--- src/rtl/duck_motion_ctl.sv ---
// Per-frame motion/animation controller for one duck sprite: launch, bounce, hit, fall, escape.
// Build option DUCK_RANDOM_DIR_EN: launch direction taken from an internal LFSR instead of dir_init.
module duck_motion_ctl #(
    parameter int SCREEN_W   = 800,
    parameter int SPRITE_W   = 48,
    parameter int SPRITE_H   = 64,
    parameter int GROUND_Y   = 450,
    parameter int START_X    = 376,
    parameter int SPEED_X    = 2,
    parameter int SPEED_Y    = 2,
    parameter int FALL_SPEED = 4,
    parameter int FLY_FRAMES = 600,
    parameter int HIT_FRAMES = 30,
    parameter int ANIM_DIV   = 8
) (
    input  logic        pclk,
    input  logic        rst,
    input  logic        frame_tick,
    input  logic        start,
    input  logic        hit,
    input  logic [1:0]  dir_init,
    output logic [10:0] xpos,
    output logic [10:0] ypos,
    output logic        invert,
    output logic [1:0]  anim_frame,
    output logic        visible,
    output logic        busy,
    output logic        escaped,
    output logic        fell
);

    localparam logic [10:0] XMAX = 11'(SCREEN_W - SPRITE_W);
    localparam logic [10:0] YMAX = 11'(GROUND_Y - SPRITE_H);
    localparam logic [10:0] X0   = 11'(START_X);
    localparam logic [10:0] SPX  = 11'(SPEED_X);
    localparam logic [10:0] SPY  = 11'(SPEED_Y);
    localparam logic [10:0] SPF  = 11'(FALL_SPEED);

    localparam int FW = $clog2(FLY_FRAMES + 1);
    localparam int HW = $clog2(HIT_FRAMES + 1);
    localparam int DW = $clog2(ANIM_DIV + 1);
    localparam logic [FW-1:0] FLY_LAST = FW'(FLY_FRAMES - 1);
    localparam logic [HW-1:0] HIT_LAST = HW'(HIT_FRAMES - 1);
    localparam logic [DW-1:0] DIV_LAST = DW'(ANIM_DIV - 1);

    typedef enum logic [2:0] {
        S_IDLE,
        S_FLY,
        S_HIT,
        S_FALL,
        S_ESCAPE,
        S_DONE
    } state_t;

    state_t          state_q, state_d;
    logic [10:0]     x_q, x_d, y_q, y_d;
    logic            left_q, left_d, up_q, up_d;
    logic [FW-1:0]   fly_cnt_q, fly_cnt_d;
    logic [HW-1:0]   hit_cnt_q, hit_cnt_d;
    logic [DW-1:0]   div_q, div_d;
    logic [1:0]      anim_q, anim_d;
    logic            pend_q, pend_d;
    logic            visible_q, visible_d, busy_q, busy_d;
    logic            escaped_q, escaped_d, fell_q, fell_d;
    logic [1:0]      launch_dir;

`ifdef DUCK_RANDOM_DIR_EN
    logic [15:0] lfsr_q;
    logic        unused_dir_init;

    assign unused_dir_init = ^dir_init;

    // Taps 16,14,13,11; free-running so launch direction depends on start timing.
    always_ff @(posedge pclk or posedge rst) begin
        if (rst) begin
            lfsr_q <= 16'hACE1;
        end else begin
            lfsr_q <= {lfsr_q[14:0], lfsr_q[15] ^ lfsr_q[13] ^ lfsr_q[12] ^ lfsr_q[10]};
        end
    end

    assign launch_dir = lfsr_q[1:0];
`else
    assign launch_dir = dir_init;
`endif

    // Horizontal bounce and animation step are shared by FLY and ESCAPE.
    logic [10:0]   x_step;
    logic          left_step;
    logic [DW-1:0] div_step;
    logic [1:0]    anim_step;

    always_comb begin
        x_step    = x_q;
        left_step = left_q;
        if (!left_q) begin
            if (x_q + SPX >= XMAX) begin
                x_step    = XMAX;
                left_step = 1'b1;
            end else begin
                x_step = x_q + SPX;
            end
        end else begin
            if (x_q <= SPX) begin
                x_step    = '0;
                left_step = 1'b0;
            end else begin
                x_step = x_q - SPX;
            end
        end

        div_step  = div_q + 1'b1;
        anim_step = anim_q;
        if (div_q == DIV_LAST) begin
            div_step  = '0;
            anim_step = (anim_q == 2'd2) ? 2'd0 : anim_q + 2'd1;
        end
    end

    always_comb begin
        state_d   = state_q;
        x_d       = x_q;
        y_d       = y_q;
        left_d    = left_q;
        up_d      = up_q;
        fly_cnt_d = fly_cnt_q;
        hit_cnt_d = hit_cnt_q;
        div_d     = div_q;
        anim_d    = anim_q;
        pend_d    = pend_q;
        visible_d = visible_q;
        escaped_d = 1'b0;
        fell_d    = 1'b0;

        case (state_q)
            S_IDLE, S_DONE: begin
                if (start) begin
                    state_d   = S_FLY;
                    x_d       = X0;
                    y_d       = YMAX;
                    left_d    = ~launch_dir[0];
                    up_d      = launch_dir[1];
                    fly_cnt_d = '0;
                    div_d     = '0;
                    anim_d    = 2'd0;
                    pend_d    = 1'b0;
                    visible_d = 1'b1;
                end
            end
            S_FLY: begin
                if (hit) pend_d = 1'b1;
                if (frame_tick) begin
                    if (pend_q) begin
                        state_d   = S_HIT;
                        anim_d    = 2'd3;
                        hit_cnt_d = '0;
                        pend_d    = 1'b0;
                    end else begin
                        x_d    = x_step;
                        left_d = left_step;
                        div_d  = div_step;
                        anim_d = anim_step;
                        if (up_q) begin
                            if (y_q <= SPY) begin
                                y_d  = '0;
                                up_d = 1'b0;
                            end else begin
                                y_d = y_q - SPY;
                            end
                        end else begin
                            if (y_q + SPY >= YMAX) begin
                                y_d  = YMAX;
                                up_d = 1'b1;
                            end else begin
                                y_d = y_q + SPY;
                            end
                        end
                        if (fly_cnt_q == FLY_LAST) state_d = S_ESCAPE;
                        else                        fly_cnt_d = fly_cnt_q + 1'b1;
                    end
                end
            end
            S_HIT: begin
                if (frame_tick) begin
                    if (hit_cnt_q == HIT_LAST) state_d = S_FALL;
                    else                        hit_cnt_d = hit_cnt_q + 1'b1;
                end
            end
            S_FALL: begin
                if (frame_tick) begin
                    if (y_q + SPF >= YMAX) begin
                        y_d       = YMAX;
                        fell_d    = 1'b1;
                        visible_d = 1'b0;
                        state_d   = S_DONE;
                    end else begin
                        y_d = y_q + SPF;
                    end
                end
            end
            S_ESCAPE: begin
                if (frame_tick) begin
                    x_d    = x_step;
                    left_d = left_step;
                    div_d  = div_step;
                    anim_d = anim_step;
                    if (y_q <= SPY) begin
                        y_d       = '0;
                        escaped_d = 1'b1;
                        visible_d = 1'b0;
                        state_d   = S_DONE;
                    end else begin
                        y_d = y_q - SPY;
                    end
                end
            end
            default: state_d = S_IDLE;
        endcase

        busy_d = (state_d != S_IDLE) && (state_d != S_DONE);
    end

    always_ff @(posedge pclk or posedge rst) begin
        if (rst) begin
            state_q   <= S_IDLE;
            x_q       <= X0;
            y_q       <= YMAX;
            left_q    <= 1'b0;
            up_q      <= 1'b0;
            fly_cnt_q <= '0;
            hit_cnt_q <= '0;
            div_q     <= '0;
            anim_q    <= 2'd0;
            pend_q    <= 1'b0;
            visible_q <= 1'b0;
            busy_q    <= 1'b0;
            escaped_q <= 1'b0;
            fell_q    <= 1'b0;
        end else begin
            state_q   <= state_d;
            x_q       <= x_d;
            y_q       <= y_d;
            left_q    <= left_d;
            up_q      <= up_d;
            fly_cnt_q <= fly_cnt_d;
            hit_cnt_q <= hit_cnt_d;
            div_q     <= div_d;
            anim_q    <= anim_d;
            pend_q    <= pend_d;
            visible_q <= visible_d;
            busy_q    <= busy_d;
            escaped_q <= escaped_d;
            fell_q    <= fell_d;
        end
    end

    assign xpos       = x_q;
    assign ypos       = y_q;
    assign invert     = left_q;
    assign anim_frame = anim_q;
    assign visible    = visible_q;
    assign busy       = busy_q;
    assign escaped    = escaped_q;
    assign fell       = fell_q;

endmodule

--- config.mk ---
export PLATFORM = sky130hd
export DESIGN_NAME = duck_motion_ctl
export DESIGN_NICKNAME = d
export VERILOG_FILES = /design/src/rtl/duck_motion_ctl.sv
export SDC_FILE = /design/constraint.sdc
export NUM_CORES = 1
export LEC_CHECK = 0
export CORE_MARGIN = 4
export CORE_UTILIZATION = 38
export CTS_CLUSTER_DIAMETER = 60
export DETAILED_ROUTE_END_ITERATION = 8
export PLACE_DENSITY_LB_ADDON = 0.12
export SYNTH_ARGS = -nofsm -noshare
export SYNTH_HDL_FRONTEND = slang
export SYNTH_SLANG_ARGS = --single-unit
--- constraint.sdc ---
create_clock -name pclk -period 3.5 [get_ports pclk]
set_input_delay 0.7 -clock pclk [delete_from_list [all_inputs] [get_ports pclk]]
set_output_delay 0.7 -clock pclk [all_outputs]
set_load 0.05 [all_outputs]
==> summary.md, run 1 <==
| Metric | Value |
|---|---|
| Mux contribution to synthesized area | `less than 1%` |
| Final Max Tran Viols | `0` |
| Period minus WS final | `2.78 ns` |
| Post_cts resized | `0` |
| Worst-path clk slew | `around 0.11 ns` |
| PnR worst setup slack | `0.724 ns` |
| Outcome | `complete, no violations` |
| Hold buffer count at cts | `0` |
| Startpoint Class | `register` |
| Cells after Synth | `533` |
| Cell area after synthesis | `roughly 4200 um2` |
| Site Rows | `38` |
| Top-Level Pins | `36` |
| Worst-Skew Late Latency | `between 0.3 and 0.4 ns` |
| Largest family of logic cells by synthesized area | `simple AND/OR/NAND/NOR gates` |
| Largest net degree at the start of global routing | `33` |
| Fmax | `360 MHz` |
| Nets | `568` |
| FFs w/ async S/R, synth | `100%` |
| Hold Fails Final Rpt | `0` |
| Vias in the first global route | `3,737` |
| Syn avg cell area | `between 7 and 8 um2` |
| Fin Setup TNS | `0 ns` |
| Pre-CTS setup slack | `0.678 ns` |
| Post-Synth Simple-Gate Area | `27.6%` |
| Hold Slack | `0.493 ns` |
| Net Sw Frac | `between 50% and 60%` |
| Combinational share of power | `59.7%` |
| Floorplan die width | `113 um` |
| Ys Warns | `0` |
| Root Driver | `clkbuf_8` |
| Setup repair bufs after CTS | `0` |
| Die Y | `113 um` |
| I/O Buffers | `34` |
| Slew Limit Headroom | `55.2%` |
| Compound-gate portion of the synthesized area | `25.4%` |
| Global route overflow | `0` |
| DR iter-0 viols | `approximately 560` |
| CTS Buf Count | `5` |
| WP data required | `between 3 and 4 ns` |
| Pleak | `1.89 nW` |
| Clock power frac | `9.4%` |
| Post-DRT Antenna Nets | `0` |
| DR vias | `4,070` |
| Core ar. | `10,800 um2` |
| Share of layout cells above drive strength 1 | `8.41%` |
| Max Buffers Root-to-Sink | `2` |
| Final Util | `about 44%` |
| Xor and xnor area share after synthesis | `4.58%` |
| Fillers | `1,077` |
| Adder-Cell Fraction of Synth Area | `under 10%` |
| Number of synthesized register bits | `between 50 and 60` |
| DR WL/cell | `17.2 um` |
| Total wire length | `approximately 12,000 um` |
| Final Skew | `~0.012 ns` |
| Int Pwr | `about 1.9 mW` |
| Hold/Removal Path Class | `reg2reg` |
| Initial core utilization | `38.8%` |
| Critical Path Fanout Max | `18` |
| Maxcap violations | `0` |
| RePlAce Congestion | `0.879` |
| Period utilization | `79.3%` |
| Dpl hpwl | `between 8000 and 9000 um` |
| Overall Global Routing Usage | `between 10% and 20%` |
| Post-synthesis cell type count | `67` |
| Post-synth EDFFs | `0` |
| Net Count, Synth | `roughly 560` |
| N_diodes | `0` |
| Seq pwr share | `between 30% and 40%` |
| Synth top area cells | `dfrtp_1 26%, dfstp_2 5.0%, nand2_1 4.9%, ha_1 4.5%, a21oi_1 4.0%` |
| Area growth syn-to-layout | `13.1%` |
| Worst-Margin Slew | `~0.67 ns` |
| Total power | `~4.0 mW` |
| RSZ-0062 raised after global routing | `no` |
| Critical path class | `reg2reg` |
| Worst vdd ir | `roughly 300 uV` |
| Power per cell area | `roughly 840 nW/um2` |
| Crit. End Element | `register` |
| Clk sink count | `52` |
| Critical Path AT | `around 3.0 ns` |
| R2R cell count | `6` |
| P_sw | `2.14 mW` |
| Post-synthesis sequential area ratio | `31.2%` |
| First-pass GRT wire length | `between 15,000 and 20,000 um` |
| Final Setup Violations | `0` |
| Most used DFF post-synth | `dfrtp_1` |
| Hold path cells | `1` |
| DR pass1 iterations | `5` |
| CTS H-tree lvls | `2` |
| Antenna violations before repair | `0` |
| Die area | `12,800 um2` |
| Yosys top cell area share | `26.2%` |
| DRC | `0` |
| Post-DR vias/cell | `5.92` |
| Yosys top cell by area | `dfrtp_1` |
| CTS tree | `built` |
==> synth_stat cells (10+ instances only) <==
master    instances
a21oi_1          34
and3_1           10
clkbuf_1         36
dfrtp_1          44
ha_1             15
inv_1            21
nand2_1          55
nand2b_1         10
nand3_1          21
nand4_1          15
nor2_1           43
nor3_1           16
o21ai_0          28
xor2_1           15
==> per-stage QoR <==
step | instance area [um2] | cells
detailed placement | 4670 | 679
finish | 4760 | 687
CTS | 4760 | 687
global route | 4760 | 687
floorplan | 4210 | 533
global placement | 4670 | 679
==> layout make-up <==
class,instances,area [um2],share of cell area (%)
clock inverter,3,26.3,0.552
timing repair buffer,48,445,9.36
inverter,21,78.8,1.66
multi-input combinational,418,2660,55.8
tap,140,175,3.68
sequential,52,1310,27.5
clock buffer,5,68.8,1.45
==> power groups by stage <==
stage,Clock (mW),Sequential (mW),Combinational (mW)
finish,0.375,1.23,2.39
global route,0.413,1.28,2.61
CTS,0.393,1.23,2.38
detailed placement,0,1.23,2.37
global placement,0,1.23,2.37
floorplan,0,1.27,1.62
==> state kept, by name (all words and copies together) (netlist names) <==
signal / flops
anim_frame: 2
pend_q: 1
div_q: 4
visible: 1
busy: 1
xpos: 10
invert: 1
hit_cnt_q: 5
up_q: 1
fly_cnt_q: 10
state_q: 3
fell: 1
escaped: 1
ypos: 11
==> metal layers <==
layer  wire (um)  vias up  track usage [%]
met2        5310      129             28.5
met3         601       11             2.35
li1            -     1985                -
met5           0        -                0
met1        5760     1945             28.2
met4         119        0             3.93
==> final timing paths <==
check / start / to / slack [ns]
worst min register to register: div_q[3]$_DFFE_PP0P_ / div_q[3]$_DFFE_PP0P_ / 0.49
max in group asynchronous: rst / xpos[3]$_DFFE_PP1P_ / 1.99
worst min-delay path: div_q[3]$_DFFE_PP0P_ / div_q[3]$_DFFE_PP0P_ / 0.49
worst max register to register: ypos[7]$_DFFE_PP1P_ / ypos[6]$_DFFE_PP0P_ / 0.72
worst max-delay path: ypos[7]$_DFFE_PP1P_ / ypos[6]$_DFFE_PP0P_ / 0.72
min in group asynchronous: rst / fly_cnt_q[8]$_DFFE_PP0P_ / 0.80
==> layout by cell type (no fill, tap or decap), types with 14 or more instances in the layout <==
cell and count:
clkdlybuf4s50_1 34, nor2_1 43, a21oi_1 34, nand3_1 21
xor2_1 15, inv_1 20, buf_4 14, nand2_1 55
nand4_1 15, dfrtp_1 44, o21ai_0 28, ha_1 15
nor3_1 16
==> cells by family (layout without fill, tap and decap cells) <==
group,Yosys count,after routing
DFF,52,52
buffers and inverters,63,77
adders and majority gates,15,15
other,1,1
AOI/OAI and AO/OA,152,152
xor gates and xnor gates,22,22
muxes,4,4
and+or+nand+nor,224,224
==> worst max-delay path: stages, from the launching register on <==
cell     delay (ns)
dfstp_2        0.47
or4_1          0.57
or4_4          0.46
o31ai_4        0.46
nor2_2         0.16
a32o_1         0.29
a221o_1        0.26
No activity file was read; power rests on OpenSTA's default activity.
==> inputs of run 2 (changes only) <==
==> constraint.sdc (replaced) <==
create_clock -name pclk -period 2.5 [get_ports pclk]
set_input_delay 0.5 -clock pclk [delete_from_list [all_inputs] [get_ports pclk]]
set_output_delay 0.5 -clock pclk [all_outputs]
set_load 0.05 [all_outputs]
==> run 2 against run 1 <==
Net effect: non-clock buffer count up 45; critical path depth down 4; setup slack worse by 0.63 ns; largest power group unchanged; design area up 8.5%; utilization up 3.7 points; count of clock-buffer cells in the layout up 2.
==> summary.md, run 2 (synthesized netlist as in run 1, its figures left out) <==
| Metric | Value |
|---|---|
| WP data required | `2.00 ns (-1.71 ns)` |
| Nets | `613 (+7.9%)` |
| DR WL/cell | `16.3 um (-4.9%)` |
| N_diodes | `0 (unchanged)` |
| Total wire length | `12,000 um (+1.3%)` |
| Top-Level Pins | `36 (unchanged)` |
| Worst vdd ir | `550 uV (+85%)` |
| RSZ-0062 raised after global routing | `no` |
| Worst-Margin Slew | `0.522 ns (-0.149 ns)` |
| RePlAce Congestion | `0.877 (-0.27%)` |
| Startpoint Class | `register` |
| Hold/Removal Path Class | `reg2reg` |
| Met3 global-route usage | `2.19% (-0.16 points)` |
| Root Driver | `clkbuf_8` |
| Net Sw Frac | `50.7% (-2.9 points)` |
| Grt met2 use | `30.9% (+2.4 points)` |
| Largest net degree at the start of global routing | `30 (-9.1%)` |
| Period minus WS final | `2.40 ns` |
| Critical Path Fanout Max | `18 (unchanged)` |
| Floorplan die width | `113 um (unchanged)` |
| Post-DR vias/cell | `5.78 (-2.4%)` |
| Vias in the first global route | `4,091 (+9.5%)` |
| Fillers | `1,070 (-0.65%)` |
| DR iter-0 viols | `370 (-34%)` |
| DR vias | `4,234 (+4.0%)` |
| Dpl hpwl | `8770 um (+1.8%)` |
| CP Launch Point | `xpos[5]$_DFFE_PP1P_` |
| Final Instance Count excl. Fillers | `732 (+6.6%)` |
| Die Y | `113 um (unchanged)` |
| Clock power frac | `8.5% (-0.9 points)` |
| Worst-Skew Late Latency | `0.30 ns (-0.02 ns)` |
| Post-DRT Antenna Nets | `0 (unchanged)` |
| Initial core utilization | `38.8% (unchanged)` |
| Die area | `12,800 um2 (unchanged)` |
| Overall Global Routing Usage | `18.8% (+0.17 points)` |
| Hold Fails Final Rpt | `0 (unchanged)` |
| Crit. End Element | `primary output` |
| Critical path class | `reg2out` |
| Hold Slack | `0.486 ns (-0.00693 ns)` |
| Outcome | `complete, no violations` |
| Hold buffer count at cts | `0 (unchanged)` |
| Max Buffers Root-to-Sink | `2 (unchanged)` |
| Commonest non-fill, non-tap cells in the layout | `55 x nand2_1, 55 x buf_4, 43 x nor2_1` |
| Clk sink count | `52 (unchanged)` |
| Global routing's busiest layer | `met2` |
| Final Skew | `0.00668 ns (-0.00567 ns)` |
| CTS H-tree lvls | `2 (unchanged)` |
| Hold_sp | `div_q[3]$_DFFE_PP0P_` |
| P_sw | `3.03 mW (+42%)` |
| DRC | `0 (unchanged)` |
| Maxcap violations | `0 (unchanged)` |
| Critical Path AT | `1.90 ns (-1.08 ns)` |
| Max reg flops | `11 (unchanged)` |
| First-pass GRT wire length | `20,300 um (+2.5%)` |
| GRT met1 Usage | `26.7% (-1.5 points)` |
| DR pass1 iterations | `5 (unchanged)` |
| Global route overflow | `0 (unchanged)` |
| I/O Buffers | `34 (unchanged)` |
| Area growth syn-to-layout | `22.7%` |
| Inst Count DP | `718 (+5.7%)` |
| Core ar. | `10,800 um2 (unchanged)` |
| Final Setup Violations | `0 (unchanged)` |
| Int Pwr | `2.95 mW (+59%)` |
| Combinational share of power | `66.8% (+7.1 points)` |
| Seq pwr share | `24.7% (-6.2 points)` |
| CTS tree | `built` |
| Power per cell area | `1160 nW/um2 (+38%)` |
| Period utilization | `between 90% and 100%` |
| Pleak | `2.15 nW (+14%)` |
| Final Max Tran Viols | `0 (unchanged)` |
| CTS Buf Count | `5 (unchanged)` |
| Share of layout cells above drive strength 1 | `16.7% (+8.3 points)` |
| Slew Limit Headroom | `65.1% (+10 points)` |
| Antenna violations before repair | `0 (unchanged)` |
| Fmax | `416 MHz` |
| R2R Path Start | `ypos[7]$_DFFE_PP1P_` |
| Worst-path clk slew | `0.10 ns (about the same)` |
| Site Rows | `38 (unchanged)` |
==> run 2: changes by cell type in the layout (fill, tap and decap cells not counted), sizes merged <==
cell | before | now
clkbuf | 5 | 7
clkdlybuf4s50 | 34 | 32
dlymetal6s2s | 0 | 2
inv | 22 | 21
clkinvlp | 2 | 1
buf | 14 | 59
==> run 2: cell type report <==
cell class	count	area, um2	area share [%]
clock buffers	7	86.3	1.67
multi-input cells	418	2670	51.7
inverters	21	78.8	1.53
flip-flops and latches	52	1320	25.5
repair buffers	93	830	16.1
well taps	140	175	3.39
clock inverters	1	7.51	0.145
==> run 2: worst max-delay path, stage by stage, from the launching register on <==
cell,delay (ns)
dfstp_2,0.54
buf_4,0.22
clkdlybuf4s50_1,0.84
==> run 2: final timing paths <==
check                                           end  slack (ns)  cells past startpoint
min in group asynchronous  fly_cnt_q[3]$_DFFE_PP0P_        0.54                      2
max in group asynchronous       ypos[7]$_DFFE_PP1P_        1.35                      3
hold / removal                 div_q[3]$_DFFE_PP0P_        0.49                      1
hold reg to reg                div_q[3]$_DFFE_PP0P_        0.49                      1
setup / recovery                            xpos[5]         0.1                      2
setup reg to reg                ypos[6]$_DFFE_PP0P_        0.12                      6
==> run 2: power by group through the flow <==
| stage | Sequential (mW) | Clock [mW] | Combinational [mW] |
|---|---|---|---|
| floorplan | 1.79 | 0 | 2.28 |
| global placement | 1.50 | 0 | 3.84 |
| detailed placement | 1.51 | 0 | 3.88 |
| CTS | 1.49 | 0.532 | 3.89 |
| global route | 1.52 | 0.567 | 4.34 |
| finish | 1.48 | 0.506 | 4.00 |
==> run 2: metal layers <==
metal	wire (um)	up-vias
li1	-	2072
met1	5820	2034
met2	5470	116
met3	547	12
met4	121	0
met5	0	-
==> run 2: stage by stage <==
stage	setup slack [ns]	setup TNS [ns]	cell area (um2)	power, mW	util [%]
finish	0.0962	0	5160	5.98	47.6
global route	0.00690	0	5160	6.43	47.6
CTS	0.00508	0	5100	5.91	47.0
detailed placement	0.0538	0	5000	5.38	46.2
global placement	0.0696	0	5000	5.34	46.2
floorplan	-0.0932	-0.199	4250	4.07	-
==> run 2: what timing repair did <==
action | 4_1_cts | 5_1_grt
setup endpoints to repair | 0 | 11
resized for setup | 0 | 4
buffers inserted | 0 | 6
==> inputs of run 3 (changes only) <==
--- a/config.mk
+++ b/config.mk
@@ -5,6 +5,7 @@
 export SDC_FILE = /design/constraint.sdc
 export NUM_CORES = 1
 export LEC_CHECK = 0
+export CAP_MARGIN = 20
 export CORE_MARGIN = 4
 export CORE_UTILIZATION = 38
 export CTS_CLUSTER_DIAMETER = 60
==> constraint.sdc (replaced) <==
create_clock -name pclk -period 2.35 [get_ports pclk]
set_input_delay 0.47 -clock pclk [delete_from_list [all_inputs] [get_ports pclk]]
set_output_delay 0.47 -clock pclk [all_outputs]
set_load 0.05 [all_outputs]
==> run 3 against run 2 <==
Net effect: count of clock-buffer cells in the layout unchanged; sequential cell count stayed put; non-clock buffer count up 21; register-to-register slack worse by 0.14 ns; via count grew 3.3%; the run now ends with setup timing left; critical path type is now reg2reg; first-iteration DRC count rose by 7.3%; sequential share of layout area shrank 0.61 points; die area did not move; total power rose by 8.6%; setup slack got worse by 0.12 ns; sequential power is 6% higher.
==> summary.md, run 3 (synthesized netlist as in run 1, its figures left out) <==
| Metric | Value |
|---|---|
| Net Sw Frac | `50.4% (-0.31 points)` |
| P_sw | `3.27 mW (+7.9%)` |
| Crit-path max cell delay | `0.54 ns (-0.30 ns)` |
| Critical path class | `reg2reg` |
| Hold Fails Final Rpt | `0 (unchanged)` |
| Overall Global Routing Usage | `19.3% (+0.45 points)` |
| Hold/Removal Path Class | `reg2reg` |
| Site Rows | `38 (unchanged)` |
| PnR worst setup slack | `-0.0204 ns (-0.117 ns)` |
| Worst-path clk slew | `0.10 ns (about the same)` |
| Int Pwr | `3.22 mW (+9.2%)` |
| Area growth syn-to-layout | `25.9%` |
| Global route overflow | `0 (unchanged)` |
| Clk sink count | `52 (unchanged)` |
| CTS H-tree lvls | `2 (unchanged)` |
| Critical Path Most Common Cell | `or4_4` |
| Die area | `12,800 um2 (unchanged)` |
| Hold_sp | `div_q[3]$_DFFE_PP0P_` |
| Nets | `634 (+3.4%)` |
| Final Instance Count excl. Fillers | `753 (+2.9%)` |
| Worst-Skew Late Latency | `0.30 ns (about the same)` |
| Multi-input combinational cell area | `2710 um2 (+1.5%)` |
| Leading cell type in the layout, fill and taps excluded | `buf_4` |
| Inst Count DP | `736 (+2.5%)` |
| Register area | `1320 um2 (+0.19%)` |
| Die Y | `113 um (unchanged)` |
| Core ar. | `10,800 um2 (unchanged)` |
| DR vias | `4,372 (+3.3%)` |
| Max Buffers Root-to-Sink | `2 (unchanged)` |
| Pleak | `2.23 nW (+3.7%)` |
| DR iter-0 viols | `397 (+7.3%)` |
| I/O Buffers | `34 (unchanged)` |
| Post-DR vias/cell | `5.81 (+0.38%)` |
| CTS Buf Count | `5 (unchanged)` |
| Largest net degree at the start of global routing | `53 (+77%)` |
| Hold buffer count at cts | `0 (unchanged)` |
| CP Launch Point | `ypos[7]$_DFFE_PP1P_` |
| CTS tree | `built` |
| Crit. End Element | `register` |
| Maxcap violations | `0 (unchanged)` |
| Dpl hpwl | `9090 um (+3.7%)` |
| Fmax | `422 MHz` |
| Pre-CTS setup slack | `-0.0721 ns (-0.126 ns)` |
| Failing checks | `setup timing` |
| Share of layout cells above drive strength 1 | `22.7% (+6.0 points)` |
| Worst vdd ir | `652 uV (+18%)` |
| RSZ-0062 raised after global routing | `yes` |
| Total wire length | `12,400 um (+3.8%)` |
| DR pass1 iterations | `5 (unchanged)` |
| Final Max Tran Viols | `0 (unchanged)` |
| Final Skew | `0.00918 ns (+0.00249 ns)` |
| Power per cell area | `1220 nW/um2 (+5.8%)` |
| Combinational share of power | `67.8% (+1.0 points)` |
| CP Cell Sequence | `or4_4 -> or4_4 -> o31ai_4 -> o21ai_0 -> a32o_1 -> a221o_1` |
| Clock power frac | `8.0% (-0.5 points)` |
| WP data required | `2.54 ns (+0.54 ns)` |
| Initial core utilization | `38.8% (unchanged)` |
| Slew Limit Headroom | `61.4% (-3.8 points)` |
| Top-Level Pins | `36 (unchanged)` |
| Hold Slack | `0.484 ns (-0.00169 ns)` |
| RePlAce Congestion | `0.896 (+2.2%)` |
| Vias in the first global route | `4,119 (+0.68%)` |
| Period utilization | `101%` |
| Total power | `6.49 mW (+8.6%)` |
| First-pass GRT wire length | `20,600 um (+1.6%)` |
| Slowest stage cell, crit path | `or4_4` |
| Max reg flops | `11 (unchanged)` |
| DR WL/cell | `16.5 um (+0.93%)` |
| Commonest non-fill, non-tap cells in the layout | `88 x buf_4, 55 x nand2_1, 43 x nor2_1` |
| Critical Path AT | `2.56 ns (+0.66 ns)` |
| Critical Path Fanout Max | `4 (-14)` |
| Post-DRT Antenna Nets | `0 (unchanged)` |
| N_diodes | `0 (unchanged)` |
| Startpoint Class | `register` |
| R2R Path Start | `ypos[7]$_DFFE_PP1P_` |
| Period minus WS final | `2.37 ns` |
| Floorplan die width | `113 um (unchanged)` |
| Final Setup Violations | `3 (+3)` |
| Antenna violations before repair | `0 (unchanged)` |
| DRC | `0 (unchanged)` |
| Worst-Margin Slew | `0.580 ns (+0.0574 ns)` |
| Seq pwr share | `24.2% (-0.5 points)` |
| Outcome | `finished with violations` |
| Root Driver | `clkbuf_8` |
| Fillers | `1,095 (+2.3%)` |
## run 3: cell count changes in the layout (fill, tap and decap cells not counted), moves of 2 or more
cell | previous run | this run
a21oi_1 | 34 | 32
a21oi_2 | 0 | 2
buf_12 | 3 | 1
buf_4 | 55 | 88
clkdlybuf4s50_1 | 32 | 25
dfrtp_1 | 38 | 36
dfrtp_2 | 6 | 8
dlymetal6s2s_1 | 2 | 0
## run 3: per-stage QoR
stage	utilization [%]	TNS, ns	instance area [um2]
2_1_floorplan	-	-1.30	4290
3_3_place_gp	47.2	-0.131	5120
6_report	48.9	-0.0388	5300
5_1_grt	48.9	-0.530	5300
3_5_place_dp	47.2	-0.145	5120
4_1_cts	48.0	-0.0406	5200
## run 3: worst paths after layout
kind | end | slack, ns | depth (start not counted)
worst max-delay path | ypos[6]$_DFFE_PP0P_ | -0.02 | 6
worst min-delay path | div_q[3]$_DFFE_PP0P_ | 0.48 | 1
worst max register to register | ypos[6]$_DFFE_PP0P_ | -0.02 | 6
worst min register to register | div_q[3]$_DFFE_PP0P_ | 0.48 | 1
max in group asynchronous | ypos[7]$_DFFE_PP1P_ | 1.52 | 3
min in group asynchronous | up_q$_DFFE_PP0P_ | 0.53 | 3
## run 3: power groups by stage
stage / Clock [mW] / Sequential, mW / Combinational [mW]
CTS: 0.543 / 1.57 / 4.29
floorplan: 0 / 1.91 / 2.47
global route: 0.575 / 1.63 / 4.82
global placement: 0 / 1.58 / 4.21
finish: 0.516 / 1.57 / 4.40
detailed placement: 0 / 1.58 / 4.26
## run 3: critical path: cells and delay by family, from the launching register on
kind            cells  cell delay (ns)
simple gates        2             1.01
compound gates      4             0.87
flops               1             0.38
## run 3: routing by layer
metal | global-route usage (%) | routed length (um)
met1 | 27.2 | 5800
met2 | 31.5 | 5780
met3 | 3.05 | 725
met4 | 3.77 | 106
met5 | 0 | 0
## run 3: final cells by class
class                           instances  area share (%)
Tap cell                              140            3.31
Timing Repair Buffer                  114            17.6
Clock inverter                          1           0.165
Multi-Input combinational cell        418            51.1
Clock buffer                            7            1.44
Sequential cell                        52            24.9
Inverter                               21            1.49
## run 3: repair_timing
item | 4_1_cts | 5_1_grt
endpoints found under the setup margin | 3 | 25
pin swaps | 0 | 4
resized for setup | 0 | 8
setup buffers | 0 | 9
